[config.mk]
export PLATFORM = sky130hd
export DESIGN_NAME = im_port_arbiter
export DESIGN_NICKNAME = d
export VERILOG_FILES = /design/src/rtl/im_port_arbiter.sv
export SDC_FILE = /design/constraint.sdc
export NUM_CORES = 1
export LEC_CHECK = 0
export ABC_AREA = 0
export ABC_CLOCK_PERIOD_IN_PS = 3520
export BUFFER_PORTS_ARGS = -buffer_cell sky130_fd_sc_hd__buf_4
export CORE_AREA = 2 2 102 104
export DETAILED_ROUTE_END_ITERATION = 10
export DIE_AREA = 0 0 104 106
export PLACE_DENSITY = 0.95
export SYNTH_ARGS = -nofsm -noshare
export SYNTH_HDL_FRONTEND = slang
export SYNTH_SLANG_ARGS = --single-unit
export TNS_END_PERCENT = 10
[constraint.sdc]
create_clock -name clk -period 3.52 [get_ports clk]
set_input_delay 0 -clock clk [delete_from_list [all_inputs] [get_ports clk]]
set_output_delay 0 -clock clk [all_outputs]
set_load 0.05 [all_outputs]
[src/rtl/im_port_arbiter.sv]
// Single-port instruction memory arbiter: loader-only boot phase, then round-robin
// sharing between IF fetch (F) and loader/debug (L), with 1-cycle read return routing.
module im_port_arbiter #(
  parameter logic [31:0] BASE       = 32'h00003000,
  parameter int unsigned DEPTH_LOG2 = 10
) (
  input  logic                  clk,
  input  logic                  reset,
  input  logic                  f_req,
  input  logic [31:0]           f_addr,
  output logic                  f_gnt,
  output logic                  f_rvalid,
  output logic [31:0]           f_rdata,
  input  logic                  l_req,
  input  logic                  l_we,
  input  logic [31:0]           l_addr,
  input  logic [31:0]           l_wdata,
  input  logic                  l_done,
  output logic                  l_gnt,
  output logic                  l_rvalid,
  output logic [31:0]           l_rdata,
  output logic                  m_en,
  output logic                  m_we,
  output logic [DEPTH_LOG2-1:0] m_addr,
  output logic [31:0]           m_wdata,
  input  logic [31:0]           m_rdata,
  output logic                  booting,
  output logic                  err,
  output logic [DEPTH_LOG2:0]   boot_words
);

  localparam int unsigned CW = DEPTH_LOG2 + 1;
  localparam logic [CW-1:0] BW_MAX = CW'(1) << DEPTH_LOG2;

  typedef enum logic {ST_BOOT, ST_RUN} state_t;

  state_t      state_q, state_d;
  logic        pref_l_q, pref_l_d;
  logic [31:0] sel_addr;
  logic [31:0] off;
  logic        in_range;
  logic        any_gnt;
  logic        is_wr;
  logic        rd_oor_q;
  logic [31:0] rd_data;
  logic [31:0] f_hold_q, l_hold_q;

  // State and contention pointer (pref_l_q=1: L wins the next contended cycle)
  always_ff @(posedge clk or negedge reset) begin
    if (!reset) begin
      state_q  <= ST_BOOT;
      pref_l_q <= 1'b0;
    end else begin
      state_q  <= state_d;
      pref_l_q <= pref_l_d;
    end
  end

  // Next state and grants
  always_comb begin
    state_d  = state_q;
    pref_l_d = pref_l_q;
    f_gnt    = 1'b0;
    l_gnt    = 1'b0;
    case (state_q)
      ST_BOOT: begin
        l_gnt = l_req;
        if (l_done) state_d = ST_RUN;
      end
      ST_RUN: begin
        if (f_req && l_req) begin
          l_gnt    = pref_l_q;
          f_gnt    = !pref_l_q;
          pref_l_d = !pref_l_q;
        end else begin
          f_gnt = f_req;
          l_gnt = l_req;
        end
      end
      default: state_d = ST_BOOT;
    endcase
  end

  // Address translation of the granted requester
  assign sel_addr = l_gnt ? l_addr : f_addr;
  assign off      = sel_addr - BASE;
  assign in_range = (off[31:DEPTH_LOG2+2] == '0) && (off[1:0] == 2'b00);
  assign any_gnt  = f_gnt | l_gnt;
  assign is_wr    = l_gnt & l_we;

  assign m_en    = any_gnt & in_range;
  assign m_we    = m_en & is_wr;
  assign m_addr  = off[DEPTH_LOG2+1:2];
  assign m_wdata = l_wdata;

  assign booting = (state_q == ST_BOOT);

  // Status, return tag and held read data
  always_ff @(posedge clk or negedge reset) begin
    if (!reset) begin
      err        <= 1'b0;
      boot_words <= '0;
      f_rvalid   <= 1'b0;
      l_rvalid   <= 1'b0;
      rd_oor_q   <= 1'b0;
      f_hold_q   <= '0;
      l_hold_q   <= '0;
    end else begin
      if (any_gnt && !in_range) err <= 1'b1;
      if ((state_q == ST_BOOT) && is_wr && in_range && (boot_words != BW_MAX))
        boot_words <= boot_words + CW'(1);
      f_rvalid <= f_gnt;
      l_rvalid <= l_gnt & !l_we;
      rd_oor_q <= !in_range;
      if (f_rvalid) f_hold_q <= f_rdata;
      if (l_rvalid) l_hold_q <= l_rdata;
    end
  end

  // Memory data arrives the cycle after the grant, so the owner sees it directly
  assign rd_data = rd_oor_q ? 32'h0 : m_rdata;
  assign f_rdata = f_rvalid ? rd_data : f_hold_q;
  assign l_rdata = l_rvalid ? rd_data : l_hold_q;

endmodule

==> results.txt, run 1 <==
----------------------------------------------------
[Synthesis]
  Compound-Gate Fraction of Synth Area ... 2.92%
  Share of synthesized area occupied by flip-flops and latches ... a little over two fifths
  Dominant combinational cell family by area after synthesis ... multiplexers
  Xor/xnor cell area share of the yosys netlist ... 2.19%
  Mux cell area share after synthesis ... 31.5%
  Cell area after technology mapping ... 4800 µm²
  Yosys warning total ... 0
  Adder and majority gate portion of the synthesized area ... less than 1%
  Average cell area after synthesis ... 11.3 µm²
  Number of nets produced by synthesis ... 561
  Simple-gate portion of the synthesized area ... a little over an eighth
  Count of state elements after synthesis ... 81
  Cells after Synth ... 425
  Netlist cell types ... 43

[Worst setup path]
  Kind of start point of the critical path ... flip-flop
  Required time of the critical path ... 3.52 ns
  Depth of the worst register-to-register path ... 8
  Biggest fanout along the worst timing path ... 20
  Register-to-Register Setup Slack ... 0.64 ns
  Data arrival time of the critical path ... 3.06 ns
  Worst setup EP type ... primary output
  Class of the most critical setup path ... reg2out

[Route]
  First-pass detailed-route iteration total ... 4
  Detailed route wirelength on metal2 ... a little under 7 mm
  Post-DR vias/cell ... 5.25
  DR DRC count ... 0
  DR vias ... 3821
  Wire length on met1 ... 4.84 mm
  DR WL met3 ... 889 µm
  Uppermost layer routed ... met4
  Final antenna-violating net count ... 0
  Average wire per cell in the routed design ... 17.5 µm
  DRC marker count from the first detailed-route iteration ... roughly 170
  Overall routed net length ... 12.7 mm

[GRT]
  GRT Residual Overflow ... 0
  Via count of the first global-routing pass ... 3879
  Overall global routing resource usage ... a little under a quarter
  Pin count of the biggest net entering global routing ... 61
  First-pass GRT wire length ... 19.9 mm
  Initial antenna violation count ... 0

[Layout]
  Leading cell type in the layout, fill and taps excluded ... sky130_fd_sc_hd__buf_4
  Share of final-layout standard cells stronger than drive strength 1 ... ~60%
  Net count of the finished layout ... 723
  Area occupied by registers ... 2030 µm²
  Final Non-Filler Cells ... 728
  Number of diodes added for antenna fixing ... 0
  Multi-input gate area in the final layout ... between 2000 and 2500 µm²
  Fillers ... 803
  Synth-to-Final Area Change ... 34.4%
  Highest-count cells in the layout ignoring fill and taps ... sky130_fd_sc_hd__buf_4, sky130_fd_sc_hd__mux2_2, sky130_fd_sc_hd__dfrtp_1, sky130_fd_sc_hd__nand2_1, sky130_fd_sc_hd__nor2b_1

[Clock tree]
  Clk Tree Root Cell ... sky130_fd_sc_hd__clkbuf_8
  Number of sinks on the clock net ... 81
  Clock-pin slew on the worst setup and hold paths ... 0.08 ns
  Source-to-sink clock delay at the later pin of the worst-skew pair ... 0.37 ns
  Total clock buffers created by CTS ... 9
  Buffers from clock root to sink, at most ... 2
  CTS tree ... done
  Post CTS Setup Buffer Count ... 0
  Maximum level of the CTS H-tree ... 3

[Die]
  Number of placement rows ... 37
  Die Span X ... around 100 µm
  Vertical die dimension ... 106 µm
  Core footprint ... 10000 µm²
  Top Ports ... around 260
  Die Footprint ... about 11000 µm²
  Initial Utilization ... between 40% and 50%

[Power]
  Power per standard cell area ... 365 nW/µm²
  Static power due to leakage ... roughly 0.0033 µW
  Max IR drop VDD ... 264 µV

[Placement]
  Routability congestion estimate ... 0.834
  Buffers on Ports ... ~190
  DP Cell Count ... 706
  Detailed placement HPWL ... 9.51 mm

[Min path]
  Cell depth of the worst hold path ... 0
  Worst Hold Class ... in2out

[Flow run]
  Max cap viols ... 0

[Timing]
  Crit share post-route ... 86.9%
  Final setup skew ... 0.0211 ns
  Final Max Slew Viols ... 0
  Worst Max-Slew Pin Slew ... 1.21 ns
  Accumulated negative setup slack ... 0 ns
  Final critical-path required period ... 3.06 ns
  Final Hold Viols ... 0
  Setup repair after global routing missed its margin ... no
  Slew margin rel. ... 19.1%
  Total setup violations reported at the end of the flow ... 0
  Highest clock rate ... 327 MHz

[Status]
  Status ... finished clean

----------------------------------------------------
-- layer usage --
metal	vias up	global-route usage (%)
met5	-	0
met4	0	8.01
met3	22	6.74
met2	176	40.8
met1	1837	26.2
li1	1786	-
-- stage by stage --
step | hold WS (ns) | instance area [µm²] | util (%) | power [µW] | setup slack (ns)
after floorplan | -0.296 | 4800 | - | 1370 | 0.890
after global placement | 0.000341 | 6130 | 61.3 | 1460 | 0.776
after detailed placement | 0.000341 | 6130 | 61.3 | 1460 | 0.665
after CTS | 0.000341 | 6450 | 64.5 | 2370 | 0.454
after global routing | 0.000195 | 6450 | 64.5 | 2440 | 0.215
final | 0.000109 | 6450 | 64.5 | 2350 | 0.462
-- sequential cells by signal, summed over array words and instances, names as in the netlist --
name / count
err: 1
state_q: 1
rd_oor_q: 1
l_rvalid: 1
boot_words: 11
pref_l_q: 1
f_rvalid: 1
f_hold_q: 32
l_hold_q: 32
-- logic make-up after synthesis --
logic type / after synthesis
muxes: 134
AOI/OAI and AO/OA: 16
buffers and inverters: 60
and+or+nand+nor: 120
xor gates and xnor gates: 12
DFF: 81
adders and majority gates: 2
-- critical path: stages (launching register included) --
cell and delay (ns):
sky130_fd_sc_hd__dfrtp_1 0.42, sky130_fd_sc_hd__nand2_2 0.09, sky130_fd_sc_hd__o21ai_2 0.72, sky130_fd_sc_hd__mux2i_1 0.40
sky130_fd_sc_hd__nand2_1 0.15, sky130_fd_sc_hd__xor2_1 0.18, sky130_fd_sc_hd__o2111ai_1 0.23, sky130_fd_sc_hd__nor3_1 0.28
sky130_fd_sc_hd__buf_4 0.24
-- worst paths after layout --
kind                                         start                        end
max                              state_q$_DFF_PN0_                       m_we
min                                     l_wdata[5]                 m_wdata[5]
max reg2reg                      state_q$_DFF_PN0_  boot_words[4]$_DFFE_PN0P_
min reg2reg                f_hold_q[2]$_DFFE_PN0P_    f_hold_q[2]$_DFFE_PN0P_
max in group asynchronous                    reset         l_rvalid$_DFF_PN0_
min in group asynchronous                    reset   f_hold_q[29]$_DFFE_PN0P_
-- Yosys cell counts --
cell type,number,area [µm²]
sky130_fd_sc_hd__nand2_2,1,6.26
sky130_fd_sc_hd__a21o_1,1,7.51
sky130_fd_sc_hd__nand2b_1,1,6.26
sky130_fd_sc_hd__or2_2,1,6.26
sky130_fd_sc_hd__mux2i_1,2,20.0
sky130_fd_sc_hd__nor3_1,9,45.0
sky130_fd_sc_hd__a211oi_2,1,12.5
sky130_fd_sc_hd__ha_1,2,25.0
sky130_fd_sc_hd__and2_0,1,6.26
sky130_fd_sc_hd__o21ba_2,1,10.0
sky130_fd_sc_hd__and2_1,1,6.26
sky130_fd_sc_hd__o32ai_1,1,8.76
sky130_fd_sc_hd__dfrtp_1,81,2030
sky130_fd_sc_hd__inv_1,6,22.5
sky130_fd_sc_hd__or2b_1,1,7.51
sky130_fd_sc_hd__o221ai_1,1,8.76
sky130_fd_sc_hd__nand4_1,8,50.1
sky130_fd_sc_hd__mux2_4,2,30.0
sky130_fd_sc_hd__o2111ai_1,3,26.3
sky130_fd_sc_hd__nor4b_2,1,15.0
sky130_fd_sc_hd__xnor2_1,10,87.6
sky130_fd_sc_hd__a21oi_1,2,10.0
sky130_fd_sc_hd__o32ai_2,1,16.3
sky130_fd_sc_hd__o31ai_1,1,7.51
sky130_fd_sc_hd__nand3b_1,1,7.51
sky130_fd_sc_hd__clkbuf_1,19,71.3
sky130_fd_sc_hd__nand4b_1,1,8.76
sky130_fd_sc_hd__nor2b_1,32,200
sky130_fd_sc_hd__buf_6,2,22.5
sky130_fd_sc_hd__nor4_1,5,31.3
sky130_fd_sc_hd__nand2_1,40,150
sky130_fd_sc_hd__o21ai_0,1,5.00
sky130_fd_sc_hd__mux2_2,130,1460
sky130_fd_sc_hd__xor2_1,2,17.5
sky130_fd_sc_hd__o21ai_2,1,8.76
sky130_fd_sc_hd__a211oi_1,1,7.51
sky130_fd_sc_hd__buf_4,32,240
sky130_fd_sc_hd__nand3_1,6,30.0
sky130_fd_sc_hd__o41a_1,1,11.3
sky130_fd_sc_hd__or3b_1,1,8.76
sky130_fd_sc_hd__inv_2,1,3.75
sky130_fd_sc_hd__nor2_1,7,26.3
sky130_fd_sc_hd__and3_1,3,18.8
-- timing repair --
action / CTS / global route
hold endpoints to repair: 60 / 0
resized for setup: 0 / 0
hold buffers: 6 / 0
setup endpoints to repair: 0 / 0
-- area by class of cell --
class	instances	area share [%]
Tap cell	136	2.64
Clock inverter	6	2.13
Multi-Input combinational cell	284	37.4
Sequential cell	81	31.5
Inverter	7	0.407
Clock buffer	10	1.98
Timing Repair Buffer	204	24.0
-- power by group --
part           switching [µW]  internal (µW)
logic                     268            212
registers                31.6            939
clock network             356            549
Power figures use the tool's default switching activity.
==> inputs of run 2 (changes only) <==
--- a/config.mk
+++ b/config.mk
@@ -5,13 +5,14 @@
 export SDC_FILE = /design/constraint.sdc
 export NUM_CORES = 1
 export LEC_CHECK = 0
-export ABC_AREA = 0
+export ABC_AREA = 1
 export ABC_CLOCK_PERIOD_IN_PS = 3520
 export BUFFER_PORTS_ARGS = -buffer_cell sky130_fd_sc_hd__buf_4
 export CORE_AREA = 2 2 102 104
 export DETAILED_ROUTE_END_ITERATION = 10
 export DIE_AREA = 0 0 104 106
 export PLACE_DENSITY = 0.95
+export SLEW_MARGIN = 20
 export SYNTH_ARGS = -nofsm -noshare
 export SYNTH_HDL_FRONTEND = slang
 export SYNTH_SLANG_ARGS = --single-unit
==> constraint.sdc (replaced) <==
create_clock -name clk -period 3.52 [get_ports clk]
set_input_delay 0.352 -clock clk [delete_from_list [all_inputs] [get_ports clk]]
set_output_delay 0.352 -clock clk [all_outputs]
set_load 0.05 [all_outputs]
==> run 2 against run 1 <==
  * Sequential power rose by 14%
  * Synthesized cell count increased by 58%
  * Total power up 33%
  * Synthesized area is 0.60% lower
  * Maximum frequency shrank 1.5%
  * Core utilization fell by 1.3 points
  * Count of clock-buffer cells in the layout grew 1
  * Die area stayed put
  * Flip-flop and latch count is the same
  * Design area shrank 2.0%
  * Cell count rose by 32%
  * Critical path type unchanged
  * Largest power group is now combinational logic
==> results.txt, run 2 <==
----------------------------------------------------
[Synthesis]
  Count of state elements after synthesis ... 81 (unchanged)
  Number of synthesized flops with an enable pin ... 0 (unchanged)
  Leading cell type by number of instances after synthesis ... sky130_fd_sc_hd__nand2_1
  Cells after Synth ... 673 (+58%)
  Share of synthesized area occupied by flip-flops and latches ... 42.5% (+0.25 points)
  Netlist cell types ... 30 (-30%)
  Area share of the largest cell type after synthesis ... 42.5% (+0.25 points)
  Yosys warning total ... 0 (unchanged)
  Post-synth ARST share ... 100% (unchanged)
  Dominant register cell in the synthesized netlist ... sky130_fd_sc_hd__dfrtp_1
  Number of nets produced by synthesis ... 809 (+44%)
  Cell taking the most area after synthesis ... sky130_fd_sc_hd__dfrtp_1
  Top cells by area in the synthesized netlist ... sky130_fd_sc_hd__dfrtp_1, sky130_fd_sc_hd__a21oi_1, sky130_fd_sc_hd__nand2_1
  Cell types with the highest counts after synthesis ... sky130_fd_sc_hd__nand2_1, sky130_fd_sc_hd__a21oi_1, sky130_fd_sc_hd__nor2_1
  Average cell area after synthesis ... 7.09 µm² (-37%)
  Cell area after technology mapping ... 4770 µm² (-0.60%)

[Die]
  Initial Utilization ... 47.7% (-0.29 points)
  Core footprint ... 10000 µm² (unchanged)
  Number of placement rows ... 37 (unchanged)
  Vertical die dimension ... 106 µm (unchanged)
  Die Span X ... 104 µm (unchanged)
  Die Footprint ... 11000 µm² (unchanged)
  Top Ports ... 259 (unchanged)

[GRT]
  GRT Residual Overflow ... 0 (unchanged)
  Initial antenna violation count ... 0 (unchanged)
  Pin count of the biggest net entering global routing ... 98 (+61%)
  Overall global routing resource usage ... 22.3% (-0.54 points)
  First-pass GRT wire length ... 20.2 mm (+1.4%)
  Via count of the first global-routing pass ... 4368 (+13%)

[Power]
  Static power due to leakage ... 0.00324 µW (-2.7%)
  Combinational share of power ... 42.0% (+22 points)
  Switching power share of the total ... 41.4% (+14 points)
  Net switching power ... 1300 µW (+99%)
  Total internal power ... 1840 µW (+8.3%)
  Max IR drop VDD ... 249 µV (-5.5%)
  Share of total power in the clock network ... 22.5% (-16 points)
  Fraction of power consumed by sequential logic ... 35.5% (-5.7 points)
  Power per standard cell area ... 497 nW/µm² (+36%)

[Timing]
  Setup repair after global routing missed its margin ... no
  Accumulated negative setup slack ... 0 ns (unchanged)
  Final Hold Viols ... 0 (unchanged)
  Highest clock rate ... 322 MHz (-1.5%)
  Crit share post-route ... 88.2% (+1.3 points)
  Final Max Slew Viols ... 0 (unchanged)
  Final critical-path required period ... 3.10 ns (+0.0464 ns)
  Final setup skew ... 0.0130 ns (-0.00802 ns)
  Total setup violations reported at the end of the flow ... 0 (unchanged)
  Slew margin rel. ... 56.4% (+37 points)
  Setup WS post-layout ... 0.416 ns (-0.0464 ns)
  Worst Max-Slew Pin Slew ... 0.654 ns (-0.559 ns)

[Placement]
  Pre-CTS setup slack ... 0.560 ns (-0.104 ns)
  Detailed placement HPWL ... 9.16 mm (-3.7%)
  Routability congestion estimate ... 0.844 (+1.2%)
  Buffers on Ports ... 194 (unchanged)

[Route]
  Post-DR vias/cell ... 5.03 (-4.2%)
  DR vias ... 4832 (+26%)
  First-pass detailed-route iteration total ... 4 (unchanged)
  Final antenna-violating net count ... 0 (unchanged)
  Average wire per cell in the routed design ... 13.2 µm (-25%)
  DRC marker count from the first detailed-route iteration ... 311 (+85%)
  DR DRC count ... 0 (unchanged)
  Overall routed net length ... 12.7 mm (-0.66%)

[Layout]
  Fillers ... 862 (+7.3%)
  Synth-to-Final Area Change ... 32.5%
  Highest-count cells in the layout ignoring fill and taps ... sky130_fd_sc_hd__buf_4, sky130_fd_sc_hd__nand2_1, sky130_fd_sc_hd__a21oi_1, sky130_fd_sc_hd__nor2_1, sky130_fd_sc_hd__dfrtp_1
  Leading cell type in the layout, fill and taps excluded ... sky130_fd_sc_hd__buf_4
  Number of diodes added for antenna fixing ... 0 (unchanged)
  Share of final-layout standard cells stronger than drive strength 1 ... 29.0% (-31 points)
  Biggest registers after layout ... f_hold_q (32), l_hold_q (32), boot_words (11)
  Net count of the finished layout ... 956 (+32%)

[Worst setup path]
  Reg-to-Reg Start ... state_q$_DFF_PN0_
  Class of the most critical setup path ... reg2out
  Depth of the worst register-to-register path ... 15 (+7)
  Required time of the critical path ... 3.17 ns (-0.35 ns)
  Beginning of the critical path ... state_q$_DFF_PN0_
  R2R Path End ... boot_words[0]$_DFFE_PN0P_
  Kind of start point of the critical path ... flip-flop
  Biggest fanout along the worst timing path ... 14 (-30%)
  Register-to-Register Setup Slack ... 0.92 ns (+0.28 ns)
  Data arrival time of the critical path ... 2.75 ns (-0.31 ns)
  End point of the critical path ... m_we
  Worst setup EP type ... primary output

[Clock tree]
  Buffers from clock root to sink, at most ... 2 (unchanged)
  Number of sinks on the clock net ... 81 (unchanged)
  Total clock buffers created by CTS ... 9 (unchanged)
  CTS tree ... done
  Clock-pin slew on the worst setup and hold paths ... 0.09 ns (about the same)
  CTS-repair resized insts ... 0 (unchanged)
  Maximum level of the CTS H-tree ... 3 (unchanged)
  Clk Tree Root Cell ... sky130_fd_sc_hd__clkbuf_8
  Source-to-sink clock delay at the later pin of the worst-skew pair ... 0.34 ns (-0.03 ns)

[Flow run]
  Max cap viols ... 0 (unchanged)

[Status]
  Status ... finished clean

[Min path]
  Worst Hold Class ... in2reg

----------------------------------------------------
[run 2: changes by cell type after synthesis, sizes merged, moves of 13 or more]
| cell | previous run | this run |
|---|---|---|
| mux2 | 132 | 0 |
| buf | 34 | 47 |
| o21ai | 2 | 15 |
| nand3 | 6 | 38 |
| nor2 | 7 | 95 |
| nand2 | 41 | 155 |
| inv | 7 | 59 |
| a21oi | 2 | 129 |
| nor2b | 32 | 0 |
[run 2: power by group through the flow]
stage          Clock [µW]  Sequential (µW)  Combinational [µW]
2_1_floorplan           0             1120                1000
3_3_place_gp            0             1130                1300
3_5_place_dp            0             1130                1310
4_1_cts               732             1110                1320
5_1_grt               770             1130                1410
6_report              707             1110                1320
[run 2: metrics by stage]
stage               total power [µW]  area, µm²  hold WS [ns]  util (%)  cells
finish                          3140       6330         0.160      63.3    961
global placement                2420       6060         0.479      60.6    942
detailed placement              2440       6060         0.478      60.6    942
floorplan                       2120       4770        0.0564         -    673
CTS                             3160       6280         0.134      62.8    958
global route                    3310       6330         0.144      63.3    961
[run 2: worst min-delay path by stage]
stage | depth (start not counted) | to | slack [ns] | from
floorplan | 0 | boot_words[0]$_DFFE_PN0P_ | 0.06 | reset
global placement | 1 | err$_DFFE_PN0P_ | 0.48 | err$_DFFE_PN0P_
detailed placement | 1 | err$_DFFE_PN0P_ | 0.48 | err$_DFFE_PN0P_
CTS | 2 | l_rvalid$_DFF_PN0_ | 0.13 | l_we
global route | 2 | l_rvalid$_DFF_PN0_ | 0.14 | l_we
finish | 2 | l_rvalid$_DFF_PN0_ | 0.16 | l_we
[run 2: what timing repair did]
item | in CTS | in global routing
endpoints found under the hold margin | 0 | 33
endpoints found under the setup margin | 0 | 2
hold buffers | 0 | 1
buffers inserted | 0 | 0
[run 2: layout make-up]
cell class | count | area (µm²) | area share, %
Clock buffer | 11 | 151 | 2.39
Clock inverter | 5 | 61.3 | 0.969
Inverter | 59 | 221 | 3.50
Multi-Input combinational cell | 465 | 2130 | 33.6
Sequential cell | 81 | 2030 | 32.1
Tap cell | 136 | 170 | 2.69
Timing Repair Buffer | 204 | 1570 | 24.8
[run 2: cells by family after synthesis]
family,after synthesis,synth area share [%]
AOI/OAI and AO/OA,147,15.9
xor gates and xnor gates,1,0.184
adders and majority gates,2,0.524
buffers and inverters,128,13.4
DFF,81,42.5
and+or+nand+nor,314,27.5
[run 2: worst max-delay path, stage by stage, from the launching register on]
cell	delay, ns
sky130_fd_sc_hd__dfrtp_1	0.36
sky130_fd_sc_hd__nand2_2	0.10
sky130_fd_sc_hd__o21bai_2	0.50
sky130_fd_sc_hd__nand2_1	0.12
sky130_fd_sc_hd__nand2_2	0.14
sky130_fd_sc_hd__nand2_1	0.09
sky130_fd_sc_hd__nor2_2	0.12
sky130_fd_sc_hd__nand3_1	0.08
sky130_fd_sc_hd__nand2_1	0.07
sky130_fd_sc_hd__nand2_1	0.05
sky130_fd_sc_hd__nor2_1	0.10
sky130_fd_sc_hd__nand3_1	0.12
sky130_fd_sc_hd__nor2_4	0.13
sky130_fd_sc_hd__o21ai_1	0.08
sky130_fd_sc_hd__nor2_1	0.13
sky130_fd_sc_hd__buf_4	0.21
[run 2: per-layer routing]
layer  up-vias  routed length (µm)  GRT usage (%)
li1       2439                   -              -
met1      2171                5420           28.3
met2       208                6260           37.9
met3        14                 807           4.60
met4         0                 161           8.11
met5         -                   0              0
==> inputs of run 3 (changes only) <==
--- a/config.mk
+++ b/config.mk
@@ -5,7 +5,6 @@
 export SDC_FILE = /design/constraint.sdc
 export NUM_CORES = 1
 export LEC_CHECK = 0
-export ABC_AREA = 1
 export ABC_CLOCK_PERIOD_IN_PS = 3520
 export BUFFER_PORTS_ARGS = -buffer_cell sky130_fd_sc_hd__buf_4
 export CORE_AREA = 2 2 102 104
==> run 3 against run 2 <==
  * First-iteration DRC count fell by 63%
  * Sequential power fell by 11%
  * Flip-flop and latch count did not move
  * Global-route usage barely moved
  * Wire length fell by 0.43%
  * Critical path type unchanged
  * Highest routed layer unchanged
==> results.txt, run 3 (synthesized netlist as in run 1, its figures left out) <==
----------------------------------------------------
[Clock tree]
  Buffers from clock root to sink, at most ... 2 (unchanged)
  Post CTS Setup Buffer Count ... 0 (unchanged)
  Source-to-sink clock delay at the later pin of the worst-skew pair ... 0.35 ns (about the same)
  Number of sinks on the clock net ... 81 (unchanged)
  Total clock buffers created by CTS ... 9 (unchanged)
  Clk Tree Root Cell ... sky130_fd_sc_hd__clkbuf_8
  CTS tree ... done
  Maximum level of the CTS H-tree ... 3 (unchanged)
  CTS-repair resized insts ... 0 (unchanged)
  Hold buffer count at cts ... 0 (unchanged)
  Clock-pin slew on the worst setup and hold paths ... 0.08 ns (about the same)

[Route]
  Overall routed net length ... 12.6 mm (-0.43%)
  First-pass detailed-route iteration total ... 4 (unchanged)
  DR vias ... 3820 (-21%)
  Post-DR vias/cell ... 5.28 (+5.1%)
  DR DRC count ... 0 (unchanged)
  Final antenna-violating net count ... 0 (unchanged)
  DRC marker count from the first detailed-route iteration ... 116 (-63%)
  Average wire per cell in the routed design ... 17.4 µm (+32%)

[Timing]
  Setup repair after global routing missed its margin ... no
  Highest clock rate ... 332 MHz (+3.1%)
  Slew margin rel. ... 45.9% (-11 points)
  Accumulated negative setup slack ... 0 ns (unchanged)
  Final Hold Viols ... 0 (unchanged)
  Final critical-path required period ... 3.01 ns (-0.0920 ns)
  Total setup violations reported at the end of the flow ... 0 (unchanged)
  Final setup skew ... 0.00753 ns (-0.00551 ns)
  Worst Max-Slew Pin Slew ... 0.812 ns (+0.158 ns)
  Post-Route Hold Slack ... 0.0261 ns (-0.134 ns)
  Crit share post-route ... 85.6% (-2.6 points)
  Final Max Slew Viols ... 0 (unchanged)

[Layout]
  Highest-count cells in the layout ignoring fill and taps ... sky130_fd_sc_hd__buf_4, sky130_fd_sc_hd__mux2_2, sky130_fd_sc_hd__dfrtp_1, sky130_fd_sc_hd__nand2_1, sky130_fd_sc_hd__nor2b_1
  Biggest registers after layout ... f_hold_q (32), l_hold_q (32), boot_words (11)
  Final Non-Filler Cells ... 723 (-25%)
  Post-Route Utilization ... 63.5% (+0.20 points)
  Synth-to-Final Area Change ... 32.2%
  Cell area after layout ... 6350 µm² (+0.32%)
  Share of final-layout standard cells stronger than drive strength 1 ... 60.6% (+32 points)
  Leading cell type in the layout, fill and taps excluded ... sky130_fd_sc_hd__buf_4
  Number of diodes added for antenna fixing ... 0 (unchanged)
  Net count of the finished layout ... 718 (-25%)

[Worst setup path]
  CP max stage cell ... sky130_fd_sc_hd__dfrtp_1
  Worst setup EP type ... primary output
  Class of the most critical setup path ... reg2out
  Kind of start point of the critical path ... flip-flop
  Biggest fanout along the worst timing path ... 18 (+4)
  Cell mode on critical path ... sky130_fd_sc_hd__buf_4
  Required time of the critical path ... 3.17 ns (about the same)
  Data arrival time of the critical path ... 2.66 ns (-0.09 ns)
  Largest stage delay on the critical path ... 0.45 ns (-0.05 ns)
  Critical Path, Cell by Cell ... nand2_2, o21ai_2, buf_4, mux2i_1, nand2_1, xor2_1, o2111ai_1, nor3_1, buf_4

[Status]
  Status ... finished clean

[Placement]
  Total cell area at the placement stage ... 6150 µm² (+1.4%)
  DP Cell Count ... 707 (-25%)
  Buffers on Ports ... 194 (unchanged)
  Detailed placement HPWL ... 9.59 mm (+4.7%)
  Routability congestion estimate ... 0.875 (+3.8%)

[Die]
  Die Footprint ... 11000 µm² (unchanged)
  Die Span X ... 104 µm (unchanged)
  Number of placement rows ... 37 (unchanged)
  Vertical die dimension ... 106 µm (unchanged)
  Initial Utilization ... 48.0% (+0.29 points)
  Core footprint ... 10000 µm² (unchanged)
  Top Ports ... 259 (unchanged)

[Flow run]
  Max cap viols ... 0 (unchanged)

[GRT]
  Fraction of met1 tracks used by global routing ... 25.3% (-3.1 points)
  Initial antenna violation count ... 0 (unchanged)
  GR Util met3 ... 6.25% (+1.7 points)
  Most heavily used metal layer in global routing ... met2
  Via count of the first global-routing pass ... 3799 (-13%)
  First-pass GRT wire length ... 19.5 mm (-3.1%)
  Met2 Use GR ... 39.6% (+1.7 points)
  Overall global routing resource usage ... 22.4% (+0.026 points)
  GRT Residual Overflow ... 0 (unchanged)
  Pin count of the biggest net entering global routing ... 82 (-16%)

[Min path]
  Worst Hold Class ... in2async

[Power]
  Max IR drop VDD ... 244 µV (-2.0%)
  Power per standard cell area ... 336 nW/µm² (-32%)
  Static power due to leakage ... 0.00328 µW (+1.4%)

----------------------------------------------------
## run 3: per-layer routing
layer | up-vias | part of all wire [%]
met5 | - | 0
met4 | 0 | 2.9
met3 | 27 | 7.0
met2 | 181 | 52
met1 | 1843 | 38
li1 | 1769 | -
## run 3: cell type report
cell class              count  area (µm²)
multi-input cells         284        2410
repair buffers            199        1510
clock buffers              11         141
fillers                   799        3650
clock inverters             5        53.8
inverters                   7        26.3
well taps                 136         170
flip-flops and latches     81        2030
## run 3: stage by stage
stage | total power (µW) | worst slack (ns)
global route | 2220 | 0.354
detailed placement | 1470 | 0.911
global placement | 1460 | 0.999
finish | 2130 | 0.508
floorplan | 1370 | 0.538
CTS | 2150 | 0.532
## run 3: report_power, final
group | internal [µW] | leakage (µW) | switching (µW) | total, µW
sequential | 939 | 0.00110 | 50.8 | 989
combinational | 212 | 0.00208 | 249 | 461
clock | 347 | 0.000103 | 336 | 683
## run 3: final timing paths
| kind | startpoint | endpoint | slack [ns] | cells past startpoint |
|---|---|---|---|---|
| worst min register to register | err$_DFFE_PN0P_ | err$_DFFE_PN0P_ | 0.47 | 1 |
| max in group asynchronous | reset | f_rvalid$_DFF_PN0_ | 2.97 | 1 |
| worst max register to register | state_q$_DFF_PN0_ | boot_words[9]$_DFFE_PN0P_ | 1.01 | 9 |
| worst max-delay path | state_q$_DFF_PN0_ | m_we | 0.51 | 9 |
| min in group clk | l_we | l_rvalid$_DFF_PN0_ | 0.20 | 2 |
| worst min-delay path | reset | f_hold_q[28]$_DFFE_PN0P_ | 0.03 | 1 |
## run 3: critical path: cells and delay by family, from the launching register on
family | cells | cell delay [ns]
buffers and inverters | 2 | 0.52
AND/OR/NAND/NOR | 3 | 0.49
flip-flops | 1 | 0.45
AO/OA/AOI/OAI | 2 | 0.40
multiplexers | 1 | 0.28
XOR/XNOR | 1 | 0.17
